[src/rtl/cic_decimator.sv]
// cic_decimator
//   Three-stage CIC decimator (R = 3, differential delay 1) with a
//   round-half-up / saturating output stage and a pass-through bypass mode.
//   The decimated stream feeds the downstream notch stage.
//
// Ports
//   clk        system clock (18 MHz)
//   rst_n      asynchronous active-low reset
//   in_valid   qualifies x_in in the current cycle
//   x_in       signed input sample, DATA_WIDTH bits
//   bypass     1 = pass x_in/in_valid straight through with one cycle latency
//   x_out      signed decimated sample, held between strobes
//   out_valid  one-cycle strobe qualifying x_out
module cic_decimator #(
  parameter int DATA_WIDTH = 16
) (
  input  logic                         clk,
  input  logic                         rst_n,
  input  logic                         in_valid,
  input  logic signed [DATA_WIDTH-1:0] x_in,
  input  logic                         bypass,
  output logic signed [DATA_WIDTH-1:0] x_out,
  output logic                         out_valid
);

  // Bit growth of a 3rd-order CIC with R*M = 3 is ceil(3*log2(3)) = 5 bits.
  localparam int ACC_WIDTH = DATA_WIDTH + 5;

  localparam logic signed [ACC_WIDTH:0] SAT_MAX = (ACC_WIDTH+1)'((2 ** (DATA_WIDTH-1)) - 1);
  localparam logic signed [ACC_WIDTH:0] SAT_MIN = -SAT_MAX - (ACC_WIDTH+1)'(1);

  // Divide by 32 with round-half-up, then clamp to the output range.
  // One guard bit keeps the +16 from wrapping near the top of the range.
  function automatic logic signed [DATA_WIDTH-1:0] round_sat(
    input logic signed [ACC_WIDTH-1:0] v
  );
    logic signed [ACC_WIDTH:0] r;
    logic signed [ACC_WIDTH:0] s;
    r = {v[ACC_WIDTH-1], v} + (ACC_WIDTH+1)'(16);
    s = r >>> 5;
    if (s > SAT_MAX) begin
      s = SAT_MAX;
    end else if (s < SAT_MIN) begin
      s = SAT_MIN;
    end
    return DATA_WIDTH'(s);
  endfunction

  logic [1:0]                  phase;
  logic                        comb_en;
  logic signed [ACC_WIDTH-1:0] int1, int2, int3;
  logic signed [ACC_WIDTH-1:0] d1, d2, d3;
  logic signed [ACC_WIDTH-1:0] c1, c2, c3;
  logic signed [ACC_WIDTH-1:0] x_ext;
  logic                        accept;

  assign x_ext  = {{(ACC_WIDTH-DATA_WIDTH){x_in[DATA_WIDTH-1]}}, x_in};
  assign accept = in_valid && !bypass;

  // Comb section reads int3 before this cycle's integrator update.
  always_comb begin
    c1 = int3 - d1;
    c2 = c1 - d2;
    c3 = c2 - d3;
  end

  // ---- stage 0: sample acceptance, phase tracking, decimation event ----
  always_ff @(posedge clk or negedge rst_n) begin
    if (!rst_n) begin
      phase   <= 2'd0;
      comb_en <= 1'b0;
    end else if (bypass) begin
      phase   <= 2'd0;
      comb_en <= 1'b0;
    end else begin
      comb_en <= accept && (phase == 2'd2);
      if (accept) begin
        phase <= (phase == 2'd2) ? 2'd0 : phase + 2'd1;
      end
    end
  end

  // ---- stage 0: integrators (wrap modulo 2^ACC_WIDTH) ----
  always_ff @(posedge clk or negedge rst_n) begin
    if (!rst_n) begin
      int1 <= '0;
      int2 <= '0;
      int3 <= '0;
    end else if (bypass) begin
      int1 <= '0;
      int2 <= '0;
      int3 <= '0;
    end else if (accept) begin
      int1 <= int1 + x_ext;
      int2 <= int2 + int1;
      int3 <= int3 + int2;
    end
  end

  // ---- stage 1: comb delays and output register ----
  always_ff @(posedge clk or negedge rst_n) begin
    if (!rst_n) begin
      d1        <= '0;
      d2        <= '0;
      d3        <= '0;
      x_out     <= '0;
      out_valid <= 1'b0;
    end else if (bypass) begin
      // A comb_en pending in this cycle is deliberately dropped here.
      d1        <= '0;
      d2        <= '0;
      d3        <= '0;
      x_out     <= x_in;
      out_valid <= in_valid;
    end else begin
      out_valid <= comb_en;
      if (comb_en) begin
        d1    <= int3;
        d2    <= c1;
        d3    <= c2;
        x_out <= round_sat(c3);
      end
    end
  end

endmodule

[config.mk]
export PLATFORM = sky130hd
export DESIGN_NAME = cic_decimator
export DESIGN_NICKNAME = d
export VERILOG_FILES = /design/src/rtl/cic_decimator.sv
export SDC_FILE = /design/constraint.sdc
export NUM_CORES = 1
export LEC_CHECK = 0
export ABC_AREA = 1
export BUFFER_PORTS_ARGS = -buffer_cell sky130_fd_sc_hd__buf_2
export CAP_MARGIN = 20
export CORE_ASPECT_RATIO = 0.7
export CORE_MARGIN = 2
export CORE_UTILIZATION = 25
export DETAILED_ROUTE_END_ITERATION = 6
export PLACE_DENSITY = 0.51
export RECOVER_POWER = 50
export REMOVE_ABC_BUFFERS = 1
export SKIP_CTS_REPAIR_TIMING = 1
export SYNTH_ARGS = -nofsm -noshare
export SYNTH_HDL_FRONTEND = slang
export SYNTH_SLANG_ARGS = --single-unit
[constraint.sdc]
create_clock -name clk -period 5.7 [get_ports clk]
set_input_delay 0.57 -clock clk [delete_from_list [all_inputs] [get_ports clk]]
set_output_delay 0.57 -clock clk [all_outputs]
set_load 0.01 [all_outputs]
==> impl_metrics.tcl, run 1 <==
set metrics [dict create \
    start_util_pct 25.2 \
    grt_max_degree 94 \
    number_of_stages_on_the_worst_hold_path 2 \
    routed_via_density 4.74 \
    ioPinCount 37 \
    clock_path_buffers 2 \
    mapped_cells 1677 \
    grt_overflow 0 \
    place_inst 2324 \
    die_area_um2 49700 \
    mappedNetlistArea_um2 12000 \
    worst_skew_pair.late_latency_ns 0.45 \
    ys_async_sr_fraction_pct 100 \
    via_count 11200 \
    timing.rr.start "int3[0]" \
    grt_first_pass_wirelength_mm 57.0 \
    core_area_um2 47500 \
    fillCellCount 5093 \
    fin_skew_ns 0.0117 \
    global_route.usage.total_pct 14.4 \
    crit_arrival_ns 5.80 \
    crit_slowest_cell "dfrtp_1" \
    final-hold-violation-count 0 \
    synth_commonest_cells "447 x nand2_1, 206 x inv_1, 146 x dfrtp_1" \
    layoutNonFillerInstCount 2364 \
    end_kind "flip-flop" \
    report.final.setup_viol 0 \
    synth_seq_area_share_pct 30.5 \
    via_count_of_the_first_global_routing_pass 10500 \
    failed_checks "capacitance limit, slew limit" \
    ys_ff_latch 146 \
    final-max-slew-violation-count 130 \
    worst_hold_endpoint "x_out[6]" \
    first_pass_iters 5 \
    clock-root-buffer "clkbuf_16" \
    die_w_um 265 \
    drtAntennaViolNets 0 \
    io_buffers 36 \
    biggest_cell_delay_along_the_critical_path_ns 0.39 \
    start_kind "flip-flop" \
    worst-path-max-fanout 8 \
    yosysMostFrequentCell "nand2_1" \
    synth_edf_count 0 \
    wire_per_inst_um 15.1 \
    synthFlopType "dfrtp_1" \
    dp.final_hpwl_mm 27.1 \
    cts_sinks 146 \
    worstHoldStart "x_out[6]" \
    final_layout_size_suffix_gt1_share_pct 12.6 \
    yosys_warnings 0 \
    syn2layout_area_growth_pct 17.7 \
    reg2reg_depth 39 \
    worst_pin_slew_ns 4.47 \
    period_needed_ns 5.42 \
    synth_area_per_cell_um2 7.13 \
    number_of_antenna_violations_at_the_first_check_in_global_routing 0 \
    post_synth_num_cell_types 47 \
    max_freq_mhz 185 \
    rows 67 \
    holdCritPathClass "reg2reg" \
    finalWeightedCongestion 0.901 \
    crit_path_start "int3[0]" \
    cts_buffers 17 \
    final_nets 1877 \
    postRouteWirelength_mm 35.7 \
    critical_path_buf_inv_count 6 \
    cap_viol_max_count 2 \
    clock_tree_from_tritoncts "yes" \
    synth_top_area_share_pct 30.5 \
    maximum_level_of_the_cts_h_tree 4 \
    finalCritPeriodShare_pct 95.1 \
    outcome "finished with violations" \
    worst_r2r_endpoint "x_out[2]" \
    antenna_cells_inserted 0 \
    crit_required_ns 6.08 \
    regToRegSetupSlack_ns 0.28 \
    die_height_um 187 \
    max_slew_margin_pct -198 \
    synth_top_area_cell "dfrtp_1" \
    drc 0 \
    critical_path.top_delay_family "simple AND/OR/NAND/NOR gates" \
    cts.clk_slew.worst_paths_ns 0.06 \
    yosys-top-cells-area "dfrtp_1 31%, nand2_1 14%, ha_1 13%, inv_1 6.5%, o21ai_0 5.6%" \
    detail_route.iter0.violations 788 \
    worst-setup-path-type "reg2reg" \
]
[stage by stage]
step	hold slack, ns	setup TNS, ns	utilization, %	cell area [µm²]	setup WS (ns)
after floorplan	0.274	0	-	11800	0.338
after global placement	0.448	0	27.3	13000	0.0297
after detailed placement	0.461	-0.854	27.3	13000	-0.0948
after CTS	0.268	-1.38	28.5	13600	-0.124
after global routing	0.495	-0.556	29.6	14100	-0.0795
final	0.483	0	29.6	14100	0.280
[per-layer routing]
metal / track usage (%) / up-vias / wire length [µm]
met2: 19.2 / 243 / 13700
met3: 2.63 / 30 / 1650
met1: 23.3 / 5236 / 19900
met4: 2.63 / 0 / 357
li1: - / 5685 / -
met5: 0 / - / 0
[worst register-to-register path: cells and delay by family (launching register included)]
family	cells	cell delay, ns
xor+xnor	3	0.52
simple gates	21	2.11
buf+inv	6	0.50
compound gates	5	0.76
fa+ha+maj	4	1.06
flops	1	0.39
[logic make-up after synthesis]
logic type	synth area share, %
and+or+nand+nor	27.3
AOI/OAI and AO/OA	16.1
buffers and inverters	7.89
DFF	30.5
adders and majority gates	13.4
xor gates and xnor gates	4.81
[state kept, by name, indices dropped and copies added, names as in the netlist, 2 cells and up]
signal	flops
int2	21
d3	21
x_out	16
int3	21
d2	21
phase	2
int1	21
d1	21
[worst max path at each step]
stage	end	cells past startpoint
3_3_place_gp	x_out[2]	38
5_1_grt	x_out[2]	39
2_1_floorplan	x_out[1]	39
6_report	x_out[2]	39
4_1_cts	x_out[2]	39
3_5_place_dp	x_out[2]	39
[final cells by class]
type                            instances  area [µm²]  area share, %
Multi-Input combinational cell       1283        7860           55.8
Timing Repair Buffer                   69         409           2.91
Sequential cell                       146        3650           25.9
Tap cell                              621         777           5.52
Clock buffer                           21         470           3.34
Clock inverter                          9         108          0.764
Inverter                              215         807           5.73
[layout by cell type (no fill, tap or decap), types with 8 or more instances in the layout]
| cell type | instances |
|---|---|
| ha_4 | 9 |
| buf_4 | 30 |
| o31ai_1 | 16 |
| a21oi_1 | 113 |
| nor3_1 | 12 |
| nand3_1 | 93 |
| o21ai_0 | 130 |
| ha_1 | 104 |
| buf_2 | 17 |
| dfrtp_1 | 146 |
| xor2_2 | 9 |
| nor2_1 | 105 |
| inv_2 | 13 |
| xnor2_1 | 13 |
| o22ai_1 | 25 |
| nand4_1 | 20 |
| inv_1 | 201 |
| xor2_1 | 35 |
| clkbuf_1 | 20 |
| nor2_4 | 9 |
| a21oi_2 | 9 |
| nand2_2 | 24 |
| o211ai_1 | 8 |
| clkbuf_16 | 17 |
| nor2_2 | 9 |
| nand3_2 | 18 |
| nand2_1 | 432 |
Power of run 1 is not shown: default switching activity piles up to over one toggle a cycle in this logic, so the estimate is an artifact.
==> run 2, diff against run 1 <==
--- a/config.mk
+++ b/config.mk
@@ -6,12 +6,12 @@
 export NUM_CORES = 1
 export LEC_CHECK = 0
 export ABC_AREA = 1
-export BUFFER_PORTS_ARGS = -buffer_cell sky130_fd_sc_hd__buf_2
 export CAP_MARGIN = 20
 export CORE_ASPECT_RATIO = 0.7
 export CORE_MARGIN = 2
 export CORE_UTILIZATION = 25
 export DETAILED_ROUTE_END_ITERATION = 6
+export DONT_BUFFER_PORTS = 1
 export PLACE_DENSITY = 0.51
 export RECOVER_POWER = 50
 export REMOVE_ABC_BUFFERS = 1
==> run 2 against run 1 <==
Against the previous run:
- the run still ends with capacitance limit, slew limit left
- first-iteration DRC count up 14%
- flip-flop and latch count unchanged
- core utilization decreased by 0.14 points
- fmax is 0.98% lower
- clock skew decreased by 0.0027 ns
- final cell count decreased by 1.0%
- sequential share of layout area is 0.12 points higher
- wire length rose by 0.58%
- via count decreased by 0.61%
- hold slack worse by 0.26 ns
- register-to-register slack lost 0.05 ns
- critical path depth is the same
- critical endpoint is now x_out[14]
==> impl_metrics.tcl, run 2 (synthesis results as in run 1) <==
set metrics [dict create \
    cap_viol_max_count 1 \
    number_of_antenna_violations_at_the_first_check_in_global_routing 0 \
    worst_r2r_endpoint "x_out[14]" \
    worst-path-max-fanout 8 \
    crit_required_ns 6.04 \
    reg2reg_depth 39 \
    max_freq_mhz 183 \
    first_pass_iters 6 \
    final_hold_slack_ns 0.227 \
    max_slew_margin_pct -159 \
    grt_overflow 0 \
    syn2layout_area_growth_pct 17.2 \
    ioPinCount 37 \
    via_count 11100 \
    grt_first_pass_wirelength_mm 58.0 \
    regToRegSetupSlack_ns 0.23 \
    mostFrequentLayoutCells "430 x nand2_1, 200 x inv_1, 146 x dfrtp_1" \
    via_count_of_the_first_global_routing_pass 10400 \
    crit_top_cell "nand2_2" \
    worst-setup-path-type "reg2reg" \
    start_util_pct 25.2 \
    failed_checks "capacitance limit, slew limit" \
    layout.cells.most_common "nand2_1" \
    antenna_cells_inserted 0 \
    drc 0 \
    die_area_um2 49700 \
    postRouteWirelength_mm 35.9 \
    cts_sinks 146 \
    start_kind "flip-flop" \
    fin_skew_ns 0.00897 \
    crit_arrival_ns 5.82 \
    end_kind "flip-flop" \
    grt_max_degree 147 \
    number_of_stages_on_the_worst_hold_path 1 \
    routed_via_density 4.75 \
    outcome "finished with violations" \
    rsz_0062_raised_after_global_routing "true" \
    final-hold-violation-count 0 \
    clock-root-buffer "clkbuf_16" \
    io_buffers 0 \
    worst_skew_pair.late_latency_ns 0.45 \
    final_layout_size_suffix_gt1_share_pct 12.6 \
    drtAntennaViolNets 0 \
    fillCellCount 5042 \
    die_w_um 265 \
    crit_slowest_cell "dfrtp_1" \
    timing.rr.start "int3[0]" \
    period_needed_ns 5.47 \
    clock_tree_from_tritoncts "yes" \
    dp.final_hpwl_mm 27.0 \
    clock_path_buffers 2 \
    cts.clk_slew.worst_paths_ns 0.07 \
    maximum_level_of_the_cts_h_tree 4 \
    core_area_um2 47500 \
    final-max-slew-violation-count 147 \
    detail_route.iter0.violations 899 \
    cts_buffers 17 \
    global_route.usage.total_pct 14.7 \
    wire_per_inst_um 15.3 \
    worstHoldStart "bypass" \
    rows 67 \
    final_util_pct 29.5 \
    final_nets 1851 \
    worst_hold_endpoint "int3[9]" \
    finalWeightedCongestion 0.905 \
    holdCritPathClass "in2reg" \
    biggest_cell_delay_along_the_critical_path_ns 0.39 \
    report.final.setup_viol 0 \
    die_height_um 187 \
    worst_pin_slew_ns 3.89 \
    finalCritPeriodShare_pct 96.0 \
]
## run 2: cell types whose count changed in the layout (fill, tap and decap cells not counted), moves of 3 or more
cell	before	now
a21oi_1	113	109
a21oi_2	9	13
buf_2	17	0
buf_4	30	41
clkbuf_1	20	0
o21ai_1	5	9
xor2_1	35	38
xor2_2	9	6
## run 2: how the worst max path moves through the flow
stage | startpoint | endpoint | cells after the start
floorplan | int3[0] | x_out[1] | 39
global placement | int3[0] | x_out[3] | 38
detailed placement | int3[0] | x_out[4] | 38
CTS | int3[0] | x_out[3] | 38
global route | int3[0] | x_out[14] | 39
finish | int3[0] | x_out[14] | 39
## run 2: through the flow
stage | instances | instance area (µm²) | worst slack, ns | setup TNS (ns)
finish | 2340 | 14000 | 0.227 | 0
global route | 2340 | 14000 | -0.165 | -1.73
CTS | 2321 | 13400 | -0.169 | -2.29
detailed placement | 2289 | 12800 | -0.153 | -1.99
global placement | 2289 | 12800 | -0.00581 | -0.00963
floorplan | 1643 | 11800 | 0.338 | 0
## run 2: final cells by class
cell class,instances,area [µm²],share of cell area [%]
multi-input cells,1283,7840,55.9
flip-flops and latches,146,3650,26.1
inverters,215,807,5.76
well taps,621,777,5.54
clock buffers,20,467,3.33
repair buffers,43,324,2.31
clock inverters,12,154,1.10
## run 2: critical path: cells and delay by family (launching register included)
kind | cells | cell delay [ns]
AOI/OAI and AO/OA | 5 | 0.78
xor gates and xnor gates | 2 | 0.28
adders and majority gates | 4 | 1.06
buffers and inverters | 5 | 0.42
DFF | 1 | 0.39
and+or+nand+nor | 23 | 2.44
## run 2: per-layer routing
| metal | global-route usage, % | up-vias | routed length, µm |
|---|---|---|---|
| li1 | - | 5630 | - |
| met1 | 23.6 | 5201 | 19700 |
| met2 | 19.1 | 265 | 13600 |
| met3 | 3.46 | 30 | 2220 |
| met4 | 3.35 | 0 | 419 |
| met5 | 0 | - | 0 |
Power of run 2 is left out for the same reason.
